--- src/rtl/softmax_pkg.sv ---
// softmax_pkg
//   Shared definitions for the Softmax datapath stages.
//   - DATA_W_DEF / ROW_LEN_DEF : default element width and row length.
//   - SAT_MIN                  : most negative value at the default width,
//                                the clamp value of the max-shift subtraction.
//   - state_e                  : FILL (collecting a row) / DRAIN (streaming it).
package softmax_pkg;

   localparam int DATA_W_DEF  = 32;
   localparam int ROW_LEN_DEF = 16;

   localparam logic signed [DATA_W_DEF-1:0] SAT_MIN = {1'b1, {(DATA_W_DEF-1){1'b0}}};

   typedef enum logic {
      FILL  = 1'b0,
      DRAIN = 1'b1
   } state_e;

endpackage

--- src/rtl/softmax_sat_sub.sv ---
// softmax_sat_sub
//   Combinational a - b on signed DATA_W operands. The difference is formed
//   in DATA_W+1 bits; a result below -2^(DATA_W-1) clamps to -2^(DATA_W-1).
//   No positive clamping: in the max-shift use b >= a, so the result is <= 0.
//   Ports:
//     a_i    in  DATA_W  signed minuend
//     b_i    in  DATA_W  signed subtrahend
//     diff_o out DATA_W  signed saturated difference
module softmax_sat_sub
   import softmax_pkg::*;
#(
   parameter int DATA_W = DATA_W_DEF
) (
   input  logic signed [DATA_W-1:0] a_i,
   input  logic signed [DATA_W-1:0] b_i,
   output logic signed [DATA_W-1:0] diff_o
);

   localparam logic signed [DATA_W-1:0] MIN_V = {1'b1, {(DATA_W-1){1'b0}}};

   logic [DATA_W:0] diff_w;

   // Sign-extend both operands so the subtraction cannot wrap.
   assign diff_w = {a_i[DATA_W-1], a_i} - {b_i[DATA_W-1], b_i};

   always_comb begin
      diff_o = diff_w[DATA_W-1:0];
      // Top two bits 10: negative and out of range for DATA_W bits.
      if (diff_w[DATA_W] && !diff_w[DATA_W-1]) begin
         diff_o = MIN_V;
      end
   end

endmodule

--- src/rtl/softmax_max_subtract.sv ---
// softmax_max_subtract
//   Numerically-stable max-shift ahead of the Softmax exp stage. Buffers one
//   row of ROW_LEN signed elements while tracking the row maximum, then
//   streams saturated x_i - row_max downstream. One row in flight at a time.
//   Handshake: a transfer happens on a rising edge where valid && ready are
//   both high; a producer holds valid and data stable until that edge.
//   Ports:
//     clk        in   clock, rising edge
//     rst        in   asynchronous active-high reset
//     in_valid   in   input element valid
//     in_ready   out  element accepted this cycle (FILL state only)
//     in_data    in   DATA_W signed input element
//     out_valid  out  output element valid
//     out_ready  in   downstream accepts output element
//     out_data   out  DATA_W saturated x_i - row_max
//     out_last   out  final element of the row
//     row_max    out  max of the row currently draining
module softmax_max_subtract
   import softmax_pkg::*;
#(
   parameter int DATA_W  = DATA_W_DEF,
   parameter int ROW_LEN = ROW_LEN_DEF
) (
   input  logic                     clk,
   input  logic                     rst,
   input  logic                     in_valid,
   output logic                     in_ready,
   input  logic signed [DATA_W-1:0] in_data,
   output logic                     out_valid,
   input  logic                     out_ready,
   output logic signed [DATA_W-1:0] out_data,
   output logic                     out_last,
   output logic signed [DATA_W-1:0] row_max
);

   localparam int IDX_W = $clog2(ROW_LEN);
   // Read counter needs one extra value: ROW_LEN means "row fully loaded out".
   localparam int CNT_W = $clog2(ROW_LEN + 1);
   localparam logic [IDX_W-1:0] LAST_IDX = IDX_W'(ROW_LEN - 1);
   localparam logic [CNT_W-1:0] LAST_CNT = CNT_W'(ROW_LEN - 1);
   localparam logic [CNT_W-1:0] ROW_CNT  = CNT_W'(ROW_LEN);

   state_e                    state_q, state_d;
   logic [IDX_W-1:0]          wr_idx_q;
   logic [CNT_W-1:0]          rd_idx_q;
   logic signed [DATA_W-1:0]  max_acc_q;
   logic signed [DATA_W-1:0]  row_max_q;
   logic signed [DATA_W-1:0]  out_data_q;
   logic                      out_last_q;
   logic                      out_valid_q;
   logic signed [DATA_W-1:0]  buf_q [ROW_LEN];

   logic                      accept;
   logic                      last_accept;
   logic                      load;
   logic                      row_done;
   logic signed [DATA_W-1:0]  max_next;
   logic signed [DATA_W-1:0]  sat_w;

   assign accept      = in_valid && in_ready;
   assign last_accept = accept && (wr_idx_q == LAST_IDX);
   assign load        = (state_q == DRAIN) && (!out_valid_q || out_ready) && (rd_idx_q < ROW_CNT);
   // Final handshake; rd_idx is exhausted here so nothing new loads alongside it.
   assign row_done    = (state_q == DRAIN) && out_valid_q && out_ready && out_last_q && !load;

   // First element seeds the accumulator; ties keep the stored value.
   assign max_next = (wr_idx_q == '0) ? in_data :
                     ((in_data > max_acc_q) ? in_data : max_acc_q);

   softmax_sat_sub #(.DATA_W(DATA_W)) u_sat_sub (
      .a_i    (buf_q[rd_idx_q[IDX_W-1:0]]),
      .b_i    (row_max_q),
      .diff_o (sat_w)
   );

   // FSM: state register
   always_ff @(posedge clk or posedge rst) begin
      if (rst) begin
         state_q <= FILL;
      end else begin
         state_q <= state_d;
      end
   end

   // FSM: next state
   always_comb begin
      state_d = state_q;
      case (state_q)
         FILL:    if (last_accept) state_d = DRAIN;
         DRAIN:   if (row_done)    state_d = FILL;
         default: state_d = FILL;
      endcase
   end

   // FSM: outputs. Gated by rst so nothing is accepted while reset is held.
   always_comb begin
      in_ready = (state_q == FILL) && !rst;
   end

   // Indices, max tracking and output register
   always_ff @(posedge clk or posedge rst) begin
      if (rst) begin
         wr_idx_q    <= '0;
         rd_idx_q    <= '0;
         max_acc_q   <= '0;
         row_max_q   <= '0;
         out_data_q  <= '0;
         out_last_q  <= 1'b0;
         out_valid_q <= 1'b0;
      end else begin
         if (accept) begin
            max_acc_q <= max_next;
            if (last_accept) begin
               wr_idx_q  <= '0;
               rd_idx_q  <= '0;
               row_max_q <= max_next;
            end else begin
               wr_idx_q <= wr_idx_q + 1'b1;
            end
         end
         if (load) begin
            out_data_q  <= sat_w;
            out_last_q  <= (rd_idx_q == LAST_CNT);
            out_valid_q <= 1'b1;
            rd_idx_q    <= rd_idx_q + 1'b1;
         end else if (out_valid_q && out_ready) begin
            out_valid_q <= 1'b0;
            if (row_done) begin
               rd_idx_q <= '0;
            end
         end
      end
   end

   // Row buffer: plain flops, not reset; contents are only read after a full fill.
   always_ff @(posedge clk) begin
      if (accept) begin
         buf_q[wr_idx_q] <= in_data;
      end
   end

   assign out_valid = out_valid_q;
   assign out_data  = out_data_q;
   assign out_last  = out_last_q;
   assign row_max   = row_max_q;

endmodule
--- config.mk ---
export PLATFORM = sky130hd
export DESIGN_NAME = softmax_max_subtract
export DESIGN_NICKNAME = d
export VERILOG_FILES = /design/src/rtl/softmax_pkg.sv /design/src/rtl/softmax_sat_sub.sv /design/src/rtl/softmax_max_subtract.sv
export SDC_FILE = /design/constraint.sdc
export NUM_CORES = 1
export LEC_CHECK = 0
export ABC_AREA = 1
export BUFFER_PORTS_ARGS = -buffer_cell sky130_fd_sc_hd__buf_4
export CORE_MARGIN = 2
export CORE_UTILIZATION = 60
export DETAILED_ROUTE_END_ITERATION = 8
export PLACE_DENSITY = 0.78
export SYNTH_ARGS = -nofsm -noshare
export SYNTH_HDL_FRONTEND = slang
export SYNTH_SLANG_ARGS = --single-unit
--- constraint.sdc ---
create_clock -name clk -period 8.6 [get_ports clk]
set_input_delay 0.43 -clock clk [delete_from_list [all_inputs] [get_ports clk]]
set_output_delay 0.43 -clock clk [all_outputs]
set_load 0.01 [all_outputs]
## After elaboration in Yosys (flattened, before gate mapping)

Memory sizes are Yosys's and may differ from the RTL's.
Cells that the tools add are included.

| word-level totals | value |
|---|---|
| flip-flop bits (word level) | 108 |
| bits in writable memories | 512 |
| input bits | 36 |
| output and inout port bits | 67 |
| memories | 1 |

| cells by class | value |
|---|---|
| $add $sub $neg | 3 |
| magnitude comparators | 2 |
| eq/ne operators | 2 |
| muxes and demuxes | 16 |
| bitwise logic cells | 1 |
| reduce and logical (&&, ||, !) cells | 19 |

Memory list:

| memory | words | bits a word | rd ports | clocked after memory_dff | write ports | line | RTL |
|---|---|---|---|---|---|---|---|
| buf_q | 16 | 32 | 1 | 0 | 1 | softmax_max_subtract.sv:51 | `logic signed [DATA_W-1:0] buf_q [ROW_LEN];` |

Operators by type and width:

| kind | count |
|---|---|
| 32-bit 2-to-1 mux | 3 |
| 32-bit by 32-bit subtractor with 33-bit output | 1 |
| 32-bit greater-than comparator | 1 |
| 5-bit 2-to-1 mux | 5 |
| 1-bit logical AND | 11 |
| 1-bit 2-to-1 mux | 6 |
| 5-bit by 1-bit adder with 5-bit output, second input constant | 1 |
| 5-bit by 4-bit equality test with 1-bit output, second input constant | 1 |
| 5-bit < comparator, second input constant | 1 |
| 4-bit by 1-bit adder with 4-bit output, second input constant | 1 |
| 4-bit equality test, second input constant | 1 |
| 1-bit logical NOT | 4 |
| 4-bit logical NOT | 1 |
| 4-bit 2-to-1 mux | 1 |
| 1-bit one-hot mux with 2 select lines | 1 |
| 2-bit AND reduction | 1 |
| 2-bit nonzero test | 1 |
| 1-bit logical OR | 1 |
| 1-bit NOT | 1 |

## Depth between registers and ports, before layout

| depth | value |
|---|---|
| depth after elaboration | 9 |
| mapped depth | 25 |
| depth with buffers taken out | 22 |

## Hierarchy

From an unflattened synthesis, not the netlist that was laid out.

| unflattened totals | value |
|---|---|
| cell total of the unflattened synthesis | 2665 |
| area, all modules | 28358.4 um^2 |

Modules (own cells, without submodules):

| module | times used | cells an instance | area each (um^2) | sequential area each (um^2) |
|---|---|---|---|---|
| softmax_max_subtract | 1 | 2135 | 25543.2 | 18077.3 |
| softmax_sat_sub | 1 | 530 | 2815.2 | 0.0 |

## Worst setup path before layout

Ideal clock, no wire load.

| timing path | value |
|---|---|
| kind | reg2reg |
| start | reg rd_idx_q[0] |
| end | reg out_data_q[0] (netlist: out_data[0]) |
| setup time | 0.119 ns |
| arrival | 3.119 ns |
| data required time | 8.481 ns |
| slack | 5.362 ns |
| stages on the path, launching flop included | 25 |
| buffers on the path | 4 |
| cells stage by stage | dfrtp_1 -> buf_2 -> buf_2 -> buf_2 -> nor2_1 -> o221ai_1 -> nand2_1 -> nor2_1 -> a221oi_1 -> ha_1 -> inv_1 -> fa_1 -> nand2_1 -> inv_2 -> nand2_1 -> nand2_1 -> a21oi_2 -> o21ai_2 -> nand2_1 -> nand3_1 -> nand2_1 -> nand2_4 -> buf_6 -> nand3b_1 -> nand2_1 |

| between the ends | value |
|---|---|
| longest elaborated chain between the ends | 5 |

RTL lines:

| element | line | RTL |
|---|---|---|
| from (decl) | softmax_max_subtract.sv:45 | `logic [CNT_W-1:0] rd_idx_q;` |
| from (signal assigned) | softmax_max_subtract.sv:125 | `rd_idx_q <= rd_idx_q + 1'b1;` |
| memory 16 x 32 bit | - |  |
| 32-bit by 32-bit subtractor with 33-bit output | softmax_sat_sub.sv:24 | `assign diff_w = {a_i[DATA_W-1], a_i} - {b_i[DATA_W-1], b_i};` |
| 1-bit logical NOT | softmax_sat_sub.sv:29 | `if (diff_w[DATA_W] && !diff_w[DATA_W-1]) begin` |
| 1-bit logical AND | softmax_sat_sub.sv:29 |  |
| 32-bit 2-to-1 mux | softmax_sat_sub.sv:29 |  |
| to (signal assigned) | softmax_max_subtract.sv:122 | `out_data_q <= sat_w;` |
| to (decl) | softmax_max_subtract.sv:48 | `logic signed [DATA_W-1:0] out_data_q;` |

Parallel ways exist; a longest one is shown, timed or not.
A chain may end at the register's enable or synchronous reset.

## Worst setup path in the final report

| timing path | value |
|---|---|
| start | reg rd_idx_q[1] |
| end | reg out_data_q[2] (netlist: out_data[2]) |

Same word-level chain as after synthesis.

==> results.json <==
{
  "status": "finished, violations left",
  "violations": "negative hold slack",
  "avgViaCountPerCell": 6.210,
  "ioPinCount": 103,
  "grt_pass1_vias": 19410,
  "path_clk_slew_ns": 0.07,
  "postSynthCellCount": 2483,
  "dp.cells": 3085,
  "start_util_pct": 60.84,
  "rsz0062_at_grt": "false",
  "cts_buffers": 59,
  "gr-total-overflow": 0,
  "cp_max_fo": 64,
  "wl_per_cell_um": 23.26,
  "clockBufferDepth": 3,
  "min_period_over_period_pct": 62.45,
  "die_w_um": 218.5,
  "cellLeakagePower_nw": 11.58,
  "routed_wl_um": 74280,
  "top_layer_used": "met4",
  "ys_seq_area_share_pct": 65.47,
  "routabilityCongestion": 0.9415,
  "first_iter_violations": 2442,
  "final_cells": 3193,
  "cts_tree": "yes",
  "nFillCells": 3240,
  "synth_top_area_share_pct": 55.68,
  "cp-end-kind": "flop",
  "yosysWarnings": 0,
  "yosys.area.top_type": "edfxtp_1",
  "hold_buffers": 1,
  "ys_ff_latch": 620,
  "post-dp-hpwl_um": 43450,
  "r2r_start": "rd_idx_q[1]",
  "rr_worst_depth": 19,
  "synth_top_family_by_area": "simple AND/OR/NAND/NOR gates",
  "nets": 2654,
  "synth-simple-area-share_pct": 15.60,
  "period_minus_slack_ns": 5.371,
  "synthMuxAreaShare_pct": 0,
  "p_total_mw": 6.381,
  "wl_met1_um": 29390,
  "worstPathRequired_ns": 9.16,
  "cap_viol_max_count": 0,
  "synth-compound-area-share_pct": 10.74,
  "setup_viol": 0,
  "clk_latency_ns": 0.64,
  "place_area_um2": 28920,
  "ant_nets": 0,
  "cts_post_setup_buffers_inserted": 0,
  "synth_area_per_cell_um2": 11.12,
  "crit_arrival_ns": 5.93,
  "power.density_nw_per_um2": 207.0,
  "yosys_most_used_dff": "edfxtp_1",
  "finClkSkew_ns": 0.02202,
  "crit_type": "reg -> reg",
  "cts_sinks": 620,
  "yosysUniqueCellTypes": 47,
  "dieArea_um2": 47750,
  "finalSetupTns_ns": 0,
  "io_buffer_count": 102,
  "route.vias.total": 19830,
  "relSlewSlack_pct": 24.69,
  "grt_max_degree": 117,
  "final_util_pct": 67.91,
  "first_pass_iters": 5,
  "start_kind": "flop",
  "grt_pass1_wl_um": 112700,
  "tightest_slew_ns": 1.130,
  "fmax_ghz": 0.1862,
  "wl_met2_um": 35170,
  "synth_xor_area_share_pct": 0.7613,
  "reg2reg_slack_ns": 3.23,
  "netlist_area_um2": 27610,
  "routed-wl-met3_um": 6035,
  "regToRegEndpoint": "out_data[2]",
  "synth_edf_count": 512,
  "antenna_found_initial": 1,
  "syn_to_final_growth_pct": 11.62,
  "drive_gt1_share_pct": 11.92,
  "synthArstFlopShare_pct": 17.42,
  "synth_nets": 2590,
  "hp-class": "in -> async",
  "die_h_um": 218.5,
  "core_area_um2": 45380,
  "synth_area_leaders": "edfxtp_1, dfrtp_1, nand2_1",
  "final_area_um2": 30820,
  "rows": 78,
  "grt.total_usage_pct": 31.48,
  "ctsResizeCount": 0,
  "finalHoldViolCount": 8,
  "root_buffer": "clkbuf_16",
  "ir_drop_uv": 198.1,
  "synthAdderAreaFrac_pct": 3.245,
  "htreeDepth": 2,
  "drc": 0,
  "hold_ws_ns": -0.02769,
  "finalMaxSlewViolations": 0
}
-- cell families after synthesis --
logic type / count (synthesis)
simple gates: 973
flops: 620
compound gates: 514
buf+inv: 281
fa+ha+maj: 71
xor+xnor: 24
-- routing by layer --
layer / global-route usage, % / up-vias
li1: - / 8931
met1: 42.69 / 9658
met2: 50.04 / 1048
met3: 4.857 / 193
met4: 15.53 / 0
met5: 0 / -
-- through the flow --
step | setup WS [ns] | hold slack (ns)
floorplan | 5.324 | 0.4491
global placement | 3.351 | 0.4614
detailed placement | 3.327 | 0.4650
CTS | 3.313 | 0.03095
global route | 2.878 | 0.06989
finish | 3.229 | -0.02769
-- cell usage in the layout, fill, tap and decap left out, drive strengths merged, types with 70 or more instances in the layout --
master	count
edfxtp	512
nand2	423
nor2	330
o21ai	288
nand3	192
inv	148
buf	134
dfrtp	108
o22ai	82
clkbuf	72
ha	70
-- registers in the layout, summed over array words and instances (netlist names) --
| signal | count |
|---|---|
| buf_q | 512 |
| max_acc_q | 32 |
| out_data | 32 |
| out_last | 1 |
| out_valid | 1 |
| rd_idx_q | 5 |
| row_max | 32 |
| state_q | 1 |
| wr_idx_q | 4 |
-- cell type report --
| type | instances | area, µm² | area share, % |
|---|---|---|---|
| diodes | 1 | 2.502 | 0.008120 |
| clock buffers | 72 | 1546 | 5.018 |
| clock inverters | 34 | 345.3 | 1.120 |
| inverters | 149 | 568.0 | 1.843 |
| multi-input cells | 1582 | 8504 | 27.59 |
| flip-flops and latches | 620 | 18090 | 58.68 |
| well taps | 600 | 750.7 | 2.436 |
| repair buffers | 135 | 1016 | 3.297 |
-- critical path: stages (launching register included) --
cell,delay [ns]
dfrtp_4,0.85
clkinv_2,0.94
buf_4,0.59
o21ai_0,0.15
o22ai_1,0.09
o211ai_1,0.16
nand3_1,0.22
ha_1,0.45
nand2_1,0.12
nor2_1,0.11
inv_1,0.08
nor3_1,0.48
nand3_2,0.15
nand2_1,0.08
nand2_1,0.05
nand2_1,0.08
inv_2,0.05
nand2_4,0.29
nand3_1,0.13
nand2_1,0.09
-- synth_stat cells, types with 2 or more instances --
cell and n:
edfxtp_1 512, nand2_1 386, nor2_1 327, o21ai_0 281, nand3_1 180, inv_1 140, dfrtp_1 108, clkbuf_1 101
o22ai_1 82, ha_1 70, a21oi_1 55, o221ai_1 47, nand2_4 31, buf_2 19, o211ai_1 19, xor2_1 16
nor3_1 12, nand3_2 11, nand4_1 8, xnor2_1 8, inv_2 6, o21ai_1 6, a21o_1 5, buf_1 5
nand2_2 5, o21a_1 5, nand3b_1 4, a21boi_0 3, buf_12 3, buf_6 3, clkinv_1 3, nor2_2 3
o21bai_1 3, a211oi_1 2, nor3b_2 2
-- worst max path at each step --
stage           startpoint            to  depth (start not counted)
3_5_place_dp   rd_idx_q[1]   out_data[0]                         21
5_1_grt        rd_idx_q[1]   out_data[2]                         22
2_1_floorplan          rst  max_acc_q[0]                          1
6_report       rd_idx_q[1]   out_data[2]                         19
3_3_place_gp   rd_idx_q[1]  out_data[29]                         19
4_1_cts        rd_idx_q[1]   out_data[2]                         22
-- where the power goes --
group,switching (mW),internal [mW]
combinational,0.366,0.153
clock,1.13,1.46
sequential,0.0146,3.26
No activity file was read; power rests on OpenSTA's default activity.
